### config.mk
export PLATFORM = sky130hd
export DESIGN_NAME = fetch_issue_queue
export DESIGN_NICKNAME = d
export VERILOG_FILES = /design/src/rtl/fetch_issue_queue.sv
export SDC_FILE = /design/constraint.sdc
export NUM_CORES = 1
export LEC_CHECK = 0
export ABC_AREA = 1
export CORE_MARGIN = 1
export CORE_UTILIZATION = 45
export CTS_CLUSTER_SIZE = 12
export DETAILED_ROUTE_END_ITERATION = 8
export PLACE_DENSITY = 0.66
export SLEW_MARGIN = 15
export SYNTH_ARGS = -nofsm -noshare
export SYNTH_HDL_FRONTEND = slang
export SYNTH_SLANG_ARGS = --single-unit
### constraint.sdc
create_clock -name clk -period 6.6 [get_ports clk]
set_clock_uncertainty 0.15 [all_clocks]
set_input_delay 0.66 -clock clk [delete_from_list [all_inputs] [get_ports clk]]
set_output_delay 0.66 -clock clk [all_outputs]
set_load 0.01 [all_outputs]
### src/rtl/fetch_issue_queue.sv
// fetch_issue_queue
// Circular instruction buffer between fetch (IF) and dual-issue decode (ID).
// Up to two fetched instructions are accepted per cycle and packed in order.
// The two oldest entries are presented combinationally to the decoder as
// lane 0 and lane 1.
//
// Ports:
//   clk, rst                     core clock, synchronous active-high reset
//   IF_Valid[1:0]                fetch slot valids ([0]=slot0, [1]=slot1)
//   IF_PC0/IF_Inst0              slot0 PC and instruction
//   IF_PC1/IF_Inst1              slot1 PC and instruction
//   Ctrl_StallID                 hold decode, no dequeue
//   Ctrl_FlushIFID               drop all queued and incoming instructions
//   Issue_Single                 decoder takes lane 0 only this cycle
//   Fetch_StallReq               back-pressure, fetch must hold its data
//   ID_Valid[1:0]                lane valids
//   ID_PC0/ID_Inst0              lane 0 (oldest entry)
//   ID_PC1/ID_Inst1              lane 1 (second-oldest entry)
//   Queue_Count                  current occupancy
//
// Optional feature macro FIQ_PERF_EN adds saturating counters
//   Perf_FullCycles (cycles with Fetch_StallReq=1) and
//   Perf_FlushCnt   (cycles with Ctrl_FlushIFID=1).
module fetch_issue_queue #(
  parameter int DEPTH      = 8,
  parameter int ADDR_WIDTH = 32,
  parameter int INST_WIDTH = 32
) (
  input  logic                     clk,
  input  logic                     rst,
  input  logic [1:0]               IF_Valid,
  input  logic [ADDR_WIDTH-1:0]    IF_PC0,
  input  logic [INST_WIDTH-1:0]    IF_Inst0,
  input  logic [ADDR_WIDTH-1:0]    IF_PC1,
  input  logic [INST_WIDTH-1:0]    IF_Inst1,
  input  logic                     Ctrl_StallID,
  input  logic                     Ctrl_FlushIFID,
  input  logic                     Issue_Single,
  output logic                     Fetch_StallReq,
  output logic [1:0]               ID_Valid,
  output logic [ADDR_WIDTH-1:0]    ID_PC0,
  output logic [INST_WIDTH-1:0]    ID_Inst0,
  output logic [ADDR_WIDTH-1:0]    ID_PC1,
  output logic [INST_WIDTH-1:0]    ID_Inst1,
`ifdef FIQ_PERF_EN
  output logic [31:0]              Perf_FullCycles,
  output logic [31:0]              Perf_FlushCnt,
`endif
  output logic [$clog2(DEPTH):0]   Queue_Count
);

  localparam int PW = $clog2(DEPTH);
  localparam int CW = PW + 1;

  logic [ADDR_WIDTH-1:0] pc_mem   [DEPTH];
  logic [INST_WIDTH-1:0] inst_mem [DEPTH];

  logic [PW-1:0] rd_ptr;
  logic [PW-1:0] wr_ptr;
  logic [PW-1:0] rd_ptr_nx1;
  logic [PW-1:0] wr_ptr_s1;
  logic [CW-1:0] count;

  logic       enq_en;
  logic       deq_en;
  logic [1:0] enq_n;
  logic [1:0] deq_n;

  // Head presentation: lane 1 index wraps naturally through pointer width.
  assign rd_ptr_nx1     = rd_ptr + PW'(1);
  assign ID_PC0         = pc_mem[rd_ptr];
  assign ID_Inst0       = inst_mem[rd_ptr];
  assign ID_PC1         = pc_mem[rd_ptr_nx1];
  assign ID_Inst1       = inst_mem[rd_ptr_nx1];
  assign ID_Valid       = {(count >= CW'(2)), (count != '0)};
  assign Queue_Count    = count;

  // Stall is judged on the current count only, so a pair can always land
  // without needing entries freed by this cycle's dequeue.
  assign Fetch_StallReq = (count >= CW'(DEPTH - 1));

  assign enq_en = !Ctrl_FlushIFID && !Fetch_StallReq;
  assign deq_en = !Ctrl_FlushIFID && !Ctrl_StallID;

  // Slot1 packs behind slot0 only when slot0 is actually present.
  assign wr_ptr_s1 = wr_ptr + PW'(IF_Valid[0]);

  always_comb begin
    enq_n = 2'd0;
    deq_n = 2'd0;
    if (enq_en)
      enq_n = {1'b0, IF_Valid[0]} + {1'b0, IF_Valid[1]};
    if (deq_en && (count != '0)) begin
      if (Issue_Single || (count == CW'(1)))
        deq_n = 2'd1;
      else
        deq_n = 2'd2;
    end
  end

  // Control state: pointers and occupancy.
  always_ff @(posedge clk) begin
    if (rst) begin
      rd_ptr <= '0;
      wr_ptr <= '0;
      count  <= '0;
    end else if (Ctrl_FlushIFID) begin
      rd_ptr <= wr_ptr;
      count  <= '0;
    end else begin
      rd_ptr <= rd_ptr + PW'(deq_n);
      wr_ptr <= wr_ptr + PW'(enq_n);
      count  <= count + CW'(enq_n) - CW'(deq_n);
    end
  end

  // Storage: data only, never reset.
  always_ff @(posedge clk) begin
    if (!rst && enq_en && IF_Valid[0]) begin
      pc_mem[wr_ptr]   <= IF_PC0;
      inst_mem[wr_ptr] <= IF_Inst0;
    end
    if (!rst && enq_en && IF_Valid[1]) begin
      pc_mem[wr_ptr_s1]   <= IF_PC1;
      inst_mem[wr_ptr_s1] <= IF_Inst1;
    end
  end

`ifdef FIQ_PERF_EN
  always_ff @(posedge clk) begin
    if (rst) begin
      Perf_FullCycles <= '0;
      Perf_FlushCnt   <= '0;
    end else begin
      if (Fetch_StallReq && (Perf_FullCycles != 32'hFFFF_FFFF))
        Perf_FullCycles <= Perf_FullCycles + 32'd1;
      if (Ctrl_FlushIFID && (Perf_FlushCnt != 32'hFFFF_FFFF))
        Perf_FlushCnt <= Perf_FlushCnt + 32'd1;
    end
  end
`endif

endmodule

==> flow_summary.toml, run 1 <==
[grt]
track_usage_pct = 29.0
overflow = 0
grt_pass1_wl_mm = 169
grt_max_degree = 214
grt_pass1_vias = 28600
antenna_found_initial = 1

[logic_synthesis]
ys_seq_area_share_pct = 46.3
synthDistinctLibCells = 26
syn_nets = 4731
ys_warn_count = 0
synth_edf_count = 512
synthTopCellsByCount = "nand2_1 (2,276), edfxtp_1 (512), o211ai_1 (320), inv_1 (289), nand3_1 (273)"
synth_ff_type = "edfxtp_1"
netlist_instances = 4580
yosysMostFrequentCell = "nand2_1"
synth_top_cell_by_area = "edfxtp_1"
syn_avg_cell_area_sq_um = 7.34
synth_top_area_share_pct = 45.7
synth_area_sq_um = 33600
synth_area_leaders = "edfxtp_1 (46%), nand2_1 (25%), o211ai_1 (7.1%)"
ys_ff_latch = 522
synth-async-reset-ratio_pct = 0

[critical_path]
cp-start-kind = "register"
cp_data_arrival_time_ps = 4040
worstSetupPathType = "register to output port"
reg2reg_to = "inst_mem[4][8]"
regToRegSetupSlack_ps = 2520
cp-endpoint = "ID_Inst1[29]"
worst-path-max-fanout = 202
cp-end-kind = "output port"
r2r_cells = 9
startpoint = "rd_ptr[0]"
worstPathRequired_ps = 5790
reg2reg_from = "Queue_Count[3]"

[place]
io_buffers = 269
gp_congestion = 0.831
dpl.hpwl_mm = 64.0
place_ws_ps = 1880
placed_area_sq_um = 35800

[power]
static-leakage-power_nw = 16.6
powerDensity_nw_per_um2 = 226
pwr-share-comb_pct = 19.4
vdd_drop_max_mv = 0.208
intPower_mw = 6.03
seq_power_share_pct = 44.2
total_power_mw = 8.50
power_frac_clock_pct = 36.4
power_switching_mw = 2.47
power.share.switching_pct = 29.0

[routing]
dr.pass1.iters = 6
via_per_inst = 5.63
post_drt_wl_per_cell_um = 20.4
drtAntennaViolNets = 0
vias = 31000
drcViolationCount = 0
wirelength_mm = 112
drtIter0Drc = 3544

[die]
fp.coreArea_sq_um = 73500
start_util_pct = 45.8
die_area_sq_um = 75800
die_h_um = 275
die_w_um = 275
rows = 99
ioPinCount = 270

[cts]
cts_made_buffers = 58
cts.sinks = 522
clockBufferDepth = 3
clkTransAtPathRegs_ps = 60
cts_max_level = 2
cts_root_buf = "clkbuf_16"
cts.hold.buffers_added = 0
cts_tree = "done"
cts_resized = 0
post_cts_buffers = 0
insertion_delay_ps = 620

[sta]
slew_violations = 0
fmax_ghz = 0.206
finalCritPeriodShare_pct = 73.5
timing.slew.headroom_pct = 17.3
worst_slew_pin_slew_ps = 1240
fin_crit_ps = 4850
fin_ws_ps = 1750
rsz0062_at_grt = "false"
setup-tns-final_ps = 0
setup_violations = 0
hold_viol = 0

[cells_and_area]
antenna_cells = 0
area_growth_pct = 11.8
final_nets = 4645
drive_above_1_share_pct = 3.37
design_area_sq_um = 37600

[status]
status = "finished clean"

[job]
cap_violations = 0

[worst_hold_path]
min-delay-start = "wr_ptr[2]"
min_path_type = "register to register"
-- state kept, by name (all words and copies together) (netlist names) --
signal	cells
Queue_Count	4
inst_mem	256
pc_mem	256
rd_ptr	3
wr_ptr	3
-- metrics by stage --
stage / utilization, % / hold slack (ps) / instances
CTS: 51.2 / 499 / 5498
detailed placement: 48.8 / 484 / 5393
floorplan: - / 402 / 4580
finish: 51.2 / 506 / 5498
global placement: 48.8 / 480 / 5393
global route: 51.2 / 542 / 5498
-- how the worst min path moves through the flow --
| stage | cells past startpoint | slack (ps) | endpoint |
|---|---|---|---|
| after floorplan | 2 | 400 | rd_ptr[0] |
| after global placement | 2 | 480 | wr_ptr[2] |
| after detailed placement | 2 | 480 | rd_ptr[2] |
| after CTS | 2 | 500 | rd_ptr[2] |
| after global routing | 2 | 540 | wr_ptr[2] |
| final | 2 | 510 | rd_ptr[2] |
-- final cells by class --
cell class,instances,area (sq um)
Fill cell,6981,35900
Sequential cell,522,15600
Multi-Input combinational cell,3306,14900
Timing Repair Buffer,314,3080
Clock buffer,80,1610
Tap cell,959,1200
Inverter,292,1100
Clock inverter,25,131
-- routing by layer --
layer  track usage [%]  share of wire (%)  wire length, um
met3              4.30                8.9             9980
met5                 0                  0                0
met2              46.9                 46            51800
met1              39.3                 41            46400
met4              11.0                3.5             3910
-- placed cells by master, fill, tap and decap left out, drive strengths merged, types with 10 or more instances in the layout --
| master | netlist | routed |
|---|---|---|
| a21oi | 196 | 196 |
| o211ai | 320 | 320 |
| nand3 | 274 | 274 |
| nand2 | 2276 | 2276 |
| o21ai | 195 | 195 |
| nor2 | 21 | 21 |
| edfxtp | 512 | 512 |
| clkinv | 1 | 25 |
| clkdlybuf4s50 | 0 | 269 |
| ha | 12 | 12 |
| clkbuf | 146 | 80 |
| buf | 314 | 45 |
| inv | 291 | 291 |
| dfxtp | 10 | 10 |
-- cells by family after synthesis --
logic type,count (synthesis),share of synthesized area (%)
AOI/OAI and AO/OA,711,13.0
adders and majority gates,16,0.685
and+or+nand+nor,2576,30.0
DFF,522,46.3
xor gates and xnor gates,3,0.0782
buffers and inverters,752,9.95
-- worst max-delay path, cell delays in order (launching register included) --
cell,delay [ps]
dfxtp_4,530
inv_8,830
buf_4,790
o21ai_0,200
nand2_1,100
nand2_1,80
nand2_1,110
clkdlybuf4s50_1,530
-- power groups by stage --
stage / sequential [mW] / combinational (mW) / clock, mW
finish: 3.76 / 1.65 / 3.09
global route: 3.76 / 1.80 / 3.22
CTS: 3.76 / 1.64 / 3.11
detailed placement: 3.83 / 1.63 / 0
global placement: 3.83 / 1.61 / 0
floorplan: 3.81 / 0.989 / 0
Note: power is estimated with default switching activity, not from simulation.
==> inputs of run 2 (changes only) <==
PLACE_DENSITY = 0.69   (was 0.66)
clock period = 4.4 ns   (was 6.6 ns; I/O delays follow)
==> run 2 against run 1 <==
Global-route usage increased by 1.0 points. Count of clock-buffer cells in the layout decreased by 6. Sequential share of layout area decreased by 0.48 points. Via count increased by 2.4%. Register-to-register slack got worse by 1200 ps. Final cell count increased by 0.55%. Critical endpoint is now ID_PC0[1]. Highest routed layer is now met5.
==> flow_summary.toml, run 2 (same netlist as run 1, synthesis figures left out) <==
[cts]
insertion_delay_ps = 640
cts_made_buffers = 58
clkTransAtPathRegs_ps = 60
cts_root_buf = "clkbuf_16"
cts.hold.buffers_added = 0
cts_resized = 0
post_cts_buffers = 0
cts_max_level = 2
cts_tree = "done"
cts.sinks = 522
clockBufferDepth = 3

[critical_path]
regToRegSetupSlack_ps = 1350
worstSetupPathType = "register to output port"
cp_data_arrival_time_ps = 3310
slowest_delay_ps = 650
cp-end-kind = "output port"
cp-start-kind = "register"
crit_chain = "inv_8 > buf_4 > o21ai_0 > nand2_1 > nand2_1 > nand2_1 > clkdlybuf4s50_1"
critPathMostFrequentCell = "nand2_1"
critPathSlowestCell = "inv_8"
worst-path-max-fanout = 163
worstPathRequired_ps = 3810

[grt]
overflow = 0
grt_pass1_vias = 29500
track_usage_pct = 30.0
grt_max_degree = 208
grt_pass1_wl_mm = 174
antenna_found_initial = 9

[die]
ioPinCount = 270
die_w_um = 275
fp.coreArea_sq_um = 73500
rows = 99
die_h_um = 275
die_area_sq_um = 75800
start_util_pct = 45.8

[cells_and_area]
drive_above_1_share_pct = 3.94
multi_input_area_sq_um = 14900
final_common_cell = "nand2_1"
fin_util_pct = 51.8
finalNonFillerCells = 5528
final_cell_mix = "nand2_1 (2,260), edfxtp_1 (512), o211ai_1 (320), inv_1 (289), nand3_1 (273)"
ff_latch_area_sq_um = 15600
area_growth_pct = 13.1
design_area_sq_um = 38000
final_nets = 4673
nFillCells = 6873

[worst_hold_path]
min_path_type = "input pin to register"

[routing]
drcViolationCount = 0
dr.pass1.iters = 6
vias = 31700
post_drt_wl_per_cell_um = 21.0
drtIter0Drc = 3933
wirelength_mm = 116
drtAntennaViolNets = 0
via_per_inst = 5.74

[sta]
hold_viol = 0
setup_violations = 0
slew_violations = 0
rsz0062_at_grt = "false"
fmax_ghz = 0.256
finalCritPeriodShare_pct = 88.6
setup-tns-final_ps = 0
worst_slew_pin_slew_ps = 1210
timing.slew.headroom_pct = 19.5
whs_ps = 429
fin_crit_ps = 3900

[power]
powerDensity_nw_per_um2 = 336
vdd_drop_max_mv = 0.342
static-leakage-power_nw = 16.8

[place]
gp_congestion = 0.832
dp.cells = 5421
placed_area_sq_um = 36300
dpl.hpwl_mm = 62.7
io_buffers = 269

[status]
status = "finished clean"

[job]
cap_violations = 0
run 2: area by class of cell:
type,instances,area share [%]
diodes,4,0.0263
clock buffers,74,4.03
clock inverters,29,0.477
inverters,292,2.90
multi-input cells,3306,39.1
flip-flops and latches,522,41.0
well taps,959,3.16
repair buffers,342,9.31
run 2: per-stage QoR:
stage          power [mW]  setup slack, ps
2_1_floorplan        7.19              926
3_3_place_gp         8.22             1010
6_report             12.8              500
5_1_grt              13.2              343
3_5_place_dp         8.25              967
4_1_cts              12.8              506
run 2: path summary, 6_finish.rpt:
path / start / end / cells past startpoint
max reg2reg: Queue_Count[3] / pc_mem[7][7] / 8
max: rd_ptr[0] / ID_PC0[1] / 7
min: rst / Queue_Count[3] / 4
min reg2reg: wr_ptr[2] / rd_ptr[2] / 2
run 2: layer usage:
layer,vias to the layer above,global-route usage [%],routed length [um]
met2,1854,48.6,53500
met1,14700,40.0,45600
met3,310,4.98,12500
met5,-,0,65
met4,10,12.0,4300
li1,14800,-,-
run 2: critical path: cells and delay by family, from the launching register on:
kind                   cells  cell delay (ps)
AO/OA/AOI/OAI              1              170
flip-flops                 1              430
buffers and inverters      3             1720
AND/OR/NAND/NOR            3              250
run 2: power breakdown:
| part | leakage, nW | internal [mW] | switching (mW) |
|---|---|---|---|
| Sequential | 4.71 | 5.57 | 0.0442 |
| Combinational | 11.3 | 0.928 | 1.64 |
| Clock | 0.840 | 2.55 | 2.05 |
| Total | 16.8 | 9.05 | 3.74 |
